===== config.mk =====
export PLATFORM = sky130hd
export DESIGN_NAME = port_stream_bridge_flat
export DESIGN_NICKNAME = d
export VERILOG_FILES = /design/src/rtl/port_stream_bridge_pkg.sv /design/src/rtl/port_stream_bridge_if.sv /design/src/rtl/port_stream_bridge_fifo.sv /design/src/rtl/port_stream_bridge.sv /design/src/flat_wrapper.sv
export SDC_FILE = /design/constraint.sdc
export NUM_CORES = 1
export LEC_CHECK = 0
export CAP_MARGIN = 40
export CORE_AREA = 2 2 141 143
export DETAILED_ROUTE_END_ITERATION = 7
export DIE_AREA = 0 0 143 145
export PLACE_DENSITY = 0.79
export SLEW_MARGIN = 25
export SYNTH_ARGS = -nofsm -noshare
export SYNTH_HDL_FRONTEND = slang
export SYNTH_SLANG_ARGS = --single-unit

===== constraint.sdc =====
create_clock -name clk -period 8.9 [get_ports clk]
set_input_delay 1.78 -clock clk [delete_from_list [all_inputs] [get_ports clk]]
set_output_delay 1.78 -clock clk [all_outputs]
set_load 0.02 [all_outputs]

===== src/rtl/port_stream_bridge_pkg.sv =====
// Shared constants and helpers for the CPU-port to valid/ready stream bridge.
// Holds the status/control bit map, the data width and the status word packer.
package port_pkg;

    localparam int DATA_W = 16;

    localparam int ST_RX_AVAIL   = 0;
    localparam int ST_TX_FULL    = 1;
    localparam int ST_TX_EMPTY   = 2;
    localparam int ST_RX_UNDER   = 3;
    localparam int ST_TX_OVER    = 4;
    localparam int ST_RX_CNT_LSB = 8;
    localparam int ST_TX_CNT_LSB = 12;

    localparam int CTL_IS_CTRL  = 15;
    localparam int CTL_CLR      = 0;
    localparam int CTL_FLUSH_TX = 1;
    localparam int CTL_FLUSH_RX = 2;

    function automatic logic depth_ok(input int depth);
        return (depth == 2) || (depth == 4) || (depth == 8);
    endfunction

    // Bits [7:5] are reserved and always read as zero.
    function automatic logic [DATA_W-1:0] pack_status(
        input logic       rx_avail,
        input logic       tx_full,
        input logic       tx_empty,
        input logic       rx_under,
        input logic       tx_over,
        input logic [3:0] rx_count,
        input logic [3:0] tx_count
    );
        logic [DATA_W-1:0] s;
        s                       = 16'h0000;
        s[ST_RX_AVAIL]          = rx_avail;
        s[ST_TX_FULL]           = tx_full;
        s[ST_TX_EMPTY]          = tx_empty;
        s[ST_RX_UNDER]          = rx_under;
        s[ST_TX_OVER]           = tx_over;
        s[ST_RX_CNT_LSB +: 4]   = rx_count;
        s[ST_TX_CNT_LSB +: 4]   = tx_count;
        return s;
    endfunction

endpackage


===== src/rtl/port_stream_bridge_if.sv =====
// Bus bundle between the CPU port / stream environment and the bridge.
// The master side is the CPU plus stream peers; the slave side is the bridge.
interface port_stream_bridge_if;
    import port_pkg::*;

    logic [DATA_W-1:0] cpu_data;
    logic [DATA_W-1:0] cpu_ctrl;
    logic              inform_write;
    logic              inform_read;
    logic [DATA_W-1:0] dev_data;
    logic [DATA_W-1:0] dev_status;
    logic [DATA_W-1:0] tx_data;
    logic              tx_valid;
    logic              tx_ready;
    logic [DATA_W-1:0] rx_data;
    logic              rx_valid;
    logic              rx_ready;

    modport master (
        output cpu_data, cpu_ctrl, inform_write, inform_read,
        output tx_ready, rx_data, rx_valid,
        input  dev_data, dev_status, tx_data, tx_valid, rx_ready
    );

    modport slave (
        input  cpu_data, cpu_ctrl, inform_write, inform_read,
        input  tx_ready, rx_data, rx_valid,
        output dev_data, dev_status, tx_data, tx_valid, rx_ready
    );

endinterface


===== src/rtl/port_stream_bridge_fifo.sv =====
// Synchronous first-word-fall-through FIFO used for both bridge directions.
// Pointers wrap modulo DEPTH (a power of two); occupancy is a separate counter.
module port_fifo
    import port_pkg::*;
#(
    parameter int  DEPTH = 8,
    localparam int AW    = $clog2(DEPTH),
    localparam int CW    = AW + 1
) (
    input  logic              clk,
    input  logic              reset,
    input  logic              push,
    input  logic [DATA_W-1:0] push_data,
    input  logic              pop,
    input  logic              flush,
    output logic [DATA_W-1:0] head,
    output logic [CW-1:0]     count,
    output logic              full,
    output logic              empty
);

    logic [DATA_W-1:0] mem_r [DEPTH];
    logic [AW-1:0]     wr_ptr_r;
    logic [AW-1:0]     rd_ptr_r;
    logic [CW-1:0]     count_r;
    logic              push_ok_s;
    logic              pop_ok_s;

    // Flags, qualified push/pop and the zero-when-empty head word.
    always_comb begin
        empty     = (count_r == CW'(0));
        full      = (count_r == CW'(DEPTH));
        count     = count_r;
        // A push into a full FIFO is only legal alongside a pop; flush beats both.
        push_ok_s = push & (~full | pop) & ~flush;
        pop_ok_s  = pop & ~empty & ~flush;
        if (empty) begin
            head = {DATA_W{1'b0}};
        end else begin
            head = mem_r[rd_ptr_r];
        end
    end

    // Pointer and occupancy state.
    always_ff @(posedge clk) begin
        if (reset || flush) begin
            wr_ptr_r <= {AW{1'b0}};
            rd_ptr_r <= {AW{1'b0}};
            count_r  <= {CW{1'b0}};
        end else begin
            if (push_ok_s) begin
                wr_ptr_r <= wr_ptr_r + AW'(1);
            end
            if (pop_ok_s) begin
                rd_ptr_r <= rd_ptr_r + AW'(1);
            end
            case ({push_ok_s, pop_ok_s})
                2'b10:   count_r <= count_r + CW'(1);
                2'b01:   count_r <= count_r - CW'(1);
                default: count_r <= count_r;
            endcase
        end
    end

    // Storage array; contents are don't-care whenever count says so.
    always_ff @(posedge clk) begin
        if (push_ok_s) begin
            mem_r[wr_ptr_r] <= push_data;
        end
    end

endmodule


===== src/rtl/port_stream_bridge.sv =====
// Device-side responder for one CPU I/O port: CPU writes feed a TX stream,
// an RX stream feeds CPU reads, with a status word mirrored back to the CPU.
module port_stream_bridge
    import port_pkg::*;
#(
    parameter int TX_DEPTH = 8,
    parameter int RX_DEPTH = 8
) (
    input  logic                 clk,
    input  logic                 reset,
    port_stream_bridge_if.slave  bus
);

    localparam int TX_CW = $clog2(TX_DEPTH) + 1;
    localparam int RX_CW = $clog2(RX_DEPTH) + 1;

    generate
        if (!depth_ok(TX_DEPTH) || !depth_ok(RX_DEPTH)) begin : g_bad_depth
            $error("port_stream_bridge: TX_DEPTH and RX_DEPTH must be 2, 4 or 8");
        end
    endgenerate

    logic              data_wr_s;
    logic              ctrl_wr_s;
    logic              clr_s;
    logic              flush_tx_s;
    logic              flush_rx_s;
    logic              tx_beat_s;
    logic              tx_push_s;
    logic              rx_beat_s;
    logic              rx_pop_s;
    logic              tx_over_set_s;
    logic              rx_under_set_s;
    logic [DATA_W-1:0] tx_head_s;
    logic [DATA_W-1:0] rx_head_s;
    logic [TX_CW-1:0]  tx_count_s;
    logic [RX_CW-1:0]  rx_count_s;
    logic              tx_full_s;
    logic              tx_empty_s;
    logic              rx_full_s;
    logic              rx_empty_s;
    logic              tx_over_r;
    logic              rx_under_r;
    logic              unused_ctrl_s;

    assign unused_ctrl_s = ^bus.cpu_ctrl[14:3];

    // Write decode and the per-cycle transfer/flag events.
    always_comb begin
        data_wr_s      = bus.inform_write & ~bus.cpu_ctrl[CTL_IS_CTRL];
        ctrl_wr_s      = bus.inform_write &  bus.cpu_ctrl[CTL_IS_CTRL];
        clr_s          = ctrl_wr_s & bus.cpu_ctrl[CTL_CLR];
        flush_tx_s     = ctrl_wr_s & bus.cpu_ctrl[CTL_FLUSH_TX];
        flush_rx_s     = ctrl_wr_s & bus.cpu_ctrl[CTL_FLUSH_RX];
        tx_beat_s      = ~tx_empty_s & bus.tx_ready;
        // A full TX still accepts a word when the head leaves in the same cycle.
        tx_push_s      = data_wr_s & (~tx_full_s | tx_beat_s);
        tx_over_set_s  = data_wr_s & tx_full_s & ~tx_beat_s;
        rx_beat_s      = bus.rx_valid & ~rx_full_s;
        // Emptiness is judged on registered state, so a same-cycle RX beat cannot serve this read.
        rx_pop_s       = bus.inform_read & ~rx_empty_s;
        rx_under_set_s = bus.inform_read & rx_empty_s;
    end

    port_fifo #(.DEPTH(TX_DEPTH)) u_tx_fifo (
        .clk       (clk),
        .reset     (reset),
        .push      (tx_push_s),
        .push_data (bus.cpu_data),
        .pop       (tx_beat_s),
        .flush     (flush_tx_s),
        .head      (tx_head_s),
        .count     (tx_count_s),
        .full      (tx_full_s),
        .empty     (tx_empty_s)
    );

    port_fifo #(.DEPTH(RX_DEPTH)) u_rx_fifo (
        .clk       (clk),
        .reset     (reset),
        .push      (rx_beat_s),
        .push_data (bus.rx_data),
        .pop       (rx_pop_s),
        .flush     (flush_rx_s),
        .head      (rx_head_s),
        .count     (rx_count_s),
        .full      (rx_full_s),
        .empty     (rx_empty_s)
    );

    // Sticky error flags; a same-cycle setting event wins over the clear.
    always_ff @(posedge clk) begin
        if (reset) begin
            tx_over_r  <= 1'b0;
            rx_under_r <= 1'b0;
        end else begin
            tx_over_r  <= (tx_over_r  & ~clr_s) | tx_over_set_s;
            rx_under_r <= (rx_under_r & ~clr_s) | rx_under_set_s;
        end
    end

    // Every output is a pure function of flops, so none has an input-to-output path.
    always_comb begin
        bus.tx_valid   = ~tx_empty_s;
        bus.tx_data    = tx_head_s;
        bus.rx_ready   = ~rx_full_s;
        bus.dev_data   = rx_head_s;
        bus.dev_status = pack_status(~rx_empty_s, tx_full_s, tx_empty_s,
                                     rx_under_r, tx_over_r,
                                     4'(rx_count_s), 4'(tx_count_s));
    end

endmodule

===== src/flat_wrapper.sv =====
// flat-port wrapper written by rule: the top's interface ports become plain ports
module port_stream_bridge_flat import port_pkg::*;
#(
    parameter int TX_DEPTH = 8,
    parameter int RX_DEPTH = 8
)
  (clk, reset, bus_cpu_data, bus_cpu_ctrl, bus_inform_write, bus_inform_read, bus_tx_ready, bus_rx_data, bus_rx_valid, bus_dev_data, bus_dev_status, bus_tx_data, bus_tx_valid, bus_rx_ready);
  port_stream_bridge_if bus_i ();
  input  logic clk;
  input  logic reset;
  input wire logic [$bits(bus_i.cpu_data)-1:0] bus_cpu_data;
  input wire logic [$bits(bus_i.cpu_ctrl)-1:0] bus_cpu_ctrl;
  input wire logic [$bits(bus_i.inform_write)-1:0] bus_inform_write;
  input wire logic [$bits(bus_i.inform_read)-1:0] bus_inform_read;
  input wire logic [$bits(bus_i.tx_ready)-1:0] bus_tx_ready;
  input wire logic [$bits(bus_i.rx_data)-1:0] bus_rx_data;
  input wire logic [$bits(bus_i.rx_valid)-1:0] bus_rx_valid;
  output wire logic [$bits(bus_i.dev_data)-1:0] bus_dev_data;
  output wire logic [$bits(bus_i.dev_status)-1:0] bus_dev_status;
  output wire logic [$bits(bus_i.tx_data)-1:0] bus_tx_data;
  output wire logic [$bits(bus_i.tx_valid)-1:0] bus_tx_valid;
  output wire logic [$bits(bus_i.rx_ready)-1:0] bus_rx_ready;
  assign bus_i.cpu_data = bus_cpu_data;
  assign bus_i.cpu_ctrl = bus_cpu_ctrl;
  assign bus_i.inform_write = bus_inform_write;
  assign bus_i.inform_read = bus_inform_read;
  assign bus_i.tx_ready = bus_tx_ready;
  assign bus_i.rx_data = bus_rx_data;
  assign bus_i.rx_valid = bus_rx_valid;
  assign bus_dev_data = bus_i.dev_data;
  assign bus_dev_status = bus_i.dev_status;
  assign bus_tx_data = bus_i.tx_data;
  assign bus_tx_valid = bus_i.tx_valid;
  assign bus_rx_ready = bus_i.rx_ready;
  port_stream_bridge #(.TX_DEPTH(TX_DEPTH), .RX_DEPTH(RX_DEPTH)) u_core (.clk(clk), .reset(reset), .bus(bus_i));
endmodule

==> results.md <==
Critical path:
- The number of cells on the worst reg-to-reg path is 10.
- Traced cell by cell, the critical path runs through or4_1, clkinv_1, nor2_1, clkdlybuf4s50_1.
- The maximum fanout encountered on the critical timing path is 17.
- The category of the most critical setup path is flop to output port.
- The largest stage delay on the critical path is 0.66 ns.
- Data on the critical path is required at its endpoint by 7.12 ns.
- The critical path endpoint category is an output port.
- The data arrival time of the critical path is 2.84 ns.
- STA classifies the critical path startpoint as a flop.
- The worst-path cell with the longest stage delay is clkdlybuf4s50_1.

Place:
- The estimated wirelength of the detail-placed design is 13,300 µm.
- In this run, placement finished with an instance count of 918.
- The total cell area at the placement stage is 12,500 µm².
- The number of I/O port buffers is 88.
- The pre-CTS setup slack is 4.52 ns.
- The placer's final routability congestion estimate is 0.799.

Min path:
- The tightest min-delay check is of the flop to flop type.
- Counting instances, the worst hold path has a depth of 2.

Global route:
- The global-route congestion overflow total is 0.
- The number of global-route vias before repair was 5,893.
- In the global route stage, met3 resource usage came out at 3.56%.
- Across every metal layer, demand over resource in global routing totals 20.8%.
- Global routing consumed, on the met1 layer, 26.3% of the routing resources.
- The number of antenna violations at the first check in global routing is 0.
- The largest net degree at the start of global routing is 33.
- The global routing met2 resource utilization is 36.7%.
- The layer flagged by global routing as most heavily used is met2.
- The first global-routing pass estimated 32,800 µm of wire.

Routing:
- For this run, design rule violations remaining after detail routing come to 0.
- The via count is 5,633.
- Dividing the detail-routed wire length by the instance count gives 21.9 µm.
- In this run, the number of DRC markers left after iteration 0 of detailed routing was 389.
- The first TritonRoute pass finished after 4 iterations.
- The detailed-route vias per instance is 5.81.
- Summed over all layers, the routed wires come to 21,200 µm.
- The count of nets left with antenna violations once routing finished came out at 0.

CTS:
- After clock tree synthesis, the repair step resized 0 gates.
- For this design, the sink count on the clock tree is 284.
- The clock passes through at most 3 buffers.
- The cts-stage hold buffer count is 0.
- The clock latency at the later pin of the worst-skew pair is 0.52 ns.
- The buffer type at the clock tree root is clkbuf_16.
- The buffer count from post-CTS setup fixing is 0.
- After clock tree synthesis, the clock-pin slew on the worst setup and hold paths is 0.06 ns.
- CTS built an H-tree with a depth of 1.
- Buffers inserted during clock tree synthesis total 27.
- The TritonCTS clock tree is built.

Run status:
- The run finished with clean final reports.

Logic synthesis:
- The synthesis-stage register bit count is 284.
- The netlist area before placement is 11,300 µm².
- The proportion of synthesized flip-flops having asynchronous set or reset is 0%.
- The number of enable-type register cells in the synthesized netlist is 256.
- By area the synthesized netlist is led by edfxtp_1 (68%), mux4_2 (13%), dfxtp_1 (5.0%).
- The number of warnings issued by yosys is 0.
- Synthesis instantiated 44 different standard cells from the library.
- The biggest area contributor in the post-synthesis netlist is edfxtp_1.
- For this run, the register share of the synthesized area comes to 73.2%.
- By count the netlist is led by edfxtp_1 (256), mux4_2 (64), nor2_1 (59).
- In the post-synthesis netlist, the cell with the most instances is edfxtp_1.
- In the synthesized netlist, the number of instances is 586.
- The most used flip-flop cell after synthesis is edfxtp_1.
- Summed over its instances, the top area cell type makes up 68.2% of the synthesized netlist area.
- A synthesized cell averages 19.2 µm².

Cells and area:
- The final instance count without filler cells is 969.
- The number of antenna diodes in the final layout is 0.
- The share of post-route cells with drive strength above 1 is 20.5%.
- Relative to the synthesized area, the layout overhead comes to 19.3%.
- After routing the design area is 13,400 µm².
- The net count of the finished layout is 748.

Pwr:
- IR analysis of the VDD net gives a maximum drop of 0.263 mV.
- The power density over cell area is 258 nW/µm².
- In this run the static leakage power is 0.00421 µW.

Floorplanning:
- The effective utilization at floorplan is 58.7%.
- The area of the core is 19,200 µm².
- The cell row count is 51.
- The overall die area is 20,700 µm².
- In this run the count of I/O pins placed on the die edge is 104.
- The overall die width is 143 µm.
- The height of the chip is 145 µm.

STA:
- The number of hold violations in the final report is 0.
- The setup slack of the critical path after layout is 4.28 ns.
- The total negative setup slack is 0 ns.
- The final setup violation count is 0.
- The post-route minimum period is 4.62 ns.
- Derived from the worst setup path, the maximum achievable clock frequency is 216 MHz.
- In the finished design, the share of the clock period the worst path needs comes to 51.9%.
- Setup repair after global routing left no endpoint under its margin.
- The worst slew slack as a fraction of its limit is 42.7%.
- The final max-slew violation count is 0.
- Clock skew on the completed layout was measured at 0.0100 ns.
- At the pin with the least slew margin, the transition time is 0.854 ns.

Run:
- The tool flagged a number of max-cap violations equal to 0.
[kinds of logic (layout without fill, tap and decap cells)]
| family | count (synthesis) | count (layout) | synth area share, % |
|---|---|---|---|
| xor gates and xnor gates | 14 | 14 | 1.09 |
| buffers and inverters | 41 | 157 | 2.41 |
| other | 1 | 3 | 0.0333 |
| AOI/OAI and AO/OA | 27 | 27 | 1.53 |
| adders and majority gates | 10 | 10 | 1.11 |
| muxes | 99 | 99 | 15.9 |
| and+or+nand+nor | 110 | 110 | 4.74 |
| DFF | 284 | 284 | 73.2 |
[report_power, final]
group | internal, µW | leakage [µW] | switching (µW)
sequential | 1500 | 0.00255 | 36.8
combinational | 377 | 0.00123 | 428
clock | 669 | 0.000427 | 458
total | 2550 | 0.00421 | 923
[critical path, delay by kind of cell, from the launching register on]
kind          cells  cell delay, ns
buf+inv           2            1.22
flops             1            0.48
simple gates      2            0.60
[cell type report]
| class | instances | area [µm²] |
|---|---|---|
| tap | 265 | 332 |
| inverter | 4 | 15.0 |
| multi-input combinational | 263 | 2880 |
| timing repair buffer | 104 | 1100 |
| clock buffer | 32 | 694 |
| fill | 1147 | 5760 |
| sequential | 284 | 8260 |
| clock inverter | 17 | 175 |
[through the flow]
step | total power [µW] | hold WS, ns | util [%]
2_1_floorplan | 2060 | 0.449 | -
3_3_place_gp | 2340 | 0.464 | 64.4
3_5_place_dp | 2370 | 0.483 | 65.3
4_1_cts | 3500 | 0.490 | 69.8
5_1_grt | 3600 | 0.513 | 70.0
6_report | 3470 | 0.490 | 70.0
[path summary, 6_finish.rpt]
path,from,endpoint,slack [ns]
max,u_core.u_tx_fifo.count[1],bus_tx_data[6],4.28
min reg2reg,u_core.u_rx_fifo.rd_ptr_r[1],flop,0.49
max reg2reg,u_core.u_rx_fifo.count[0],u_core.u_rx_fifo.count[2],5.81
min,u_core.u_rx_fifo.rd_ptr_r[1],flop,0.49
[flip-flops by register name, summed over array words and instances, names as in the netlist, named ones only]
signal	flops
u_core.tx_over_r	1
u_core.u_rx_fifo.count	4
u_core.u_tx_fifo.rd_ptr_r	3
u_core.u_rx_fifo.wr_ptr_r	3
u_core.u_rx_fifo.rd_ptr_r	3
u_core.u_tx_fifo.count	4
u_core.u_tx_fifo.mem_r	128
u_core.u_tx_fifo.wr_ptr_r	3
u_core.u_rx_fifo.mem_r	128
u_core.rx_under_r	1
[layout by cell type (no fill, tap or decap), drive strengths merged, types with 14 or more instances in the layout]
cell	instances
buf	16
dfxtp	28
nor2	59
clkinv	14
mux4	64
edfxtp	256
xor2	14
clkdlybuf4s50	88
mux2i	35
clkbuf	32
[metal layers]
| layer | vias to the layer above | routed length [µm] |
|---|---|---|
| met5 | - | 0 |
| li1 | 2521 | - |
| met2 | 171 | 11400 |
| met4 | 0 | 563 |
| met1 | 2900 | 8210 |
| met3 | 41 | 1070 |
(Power assumes the default switching activity.)
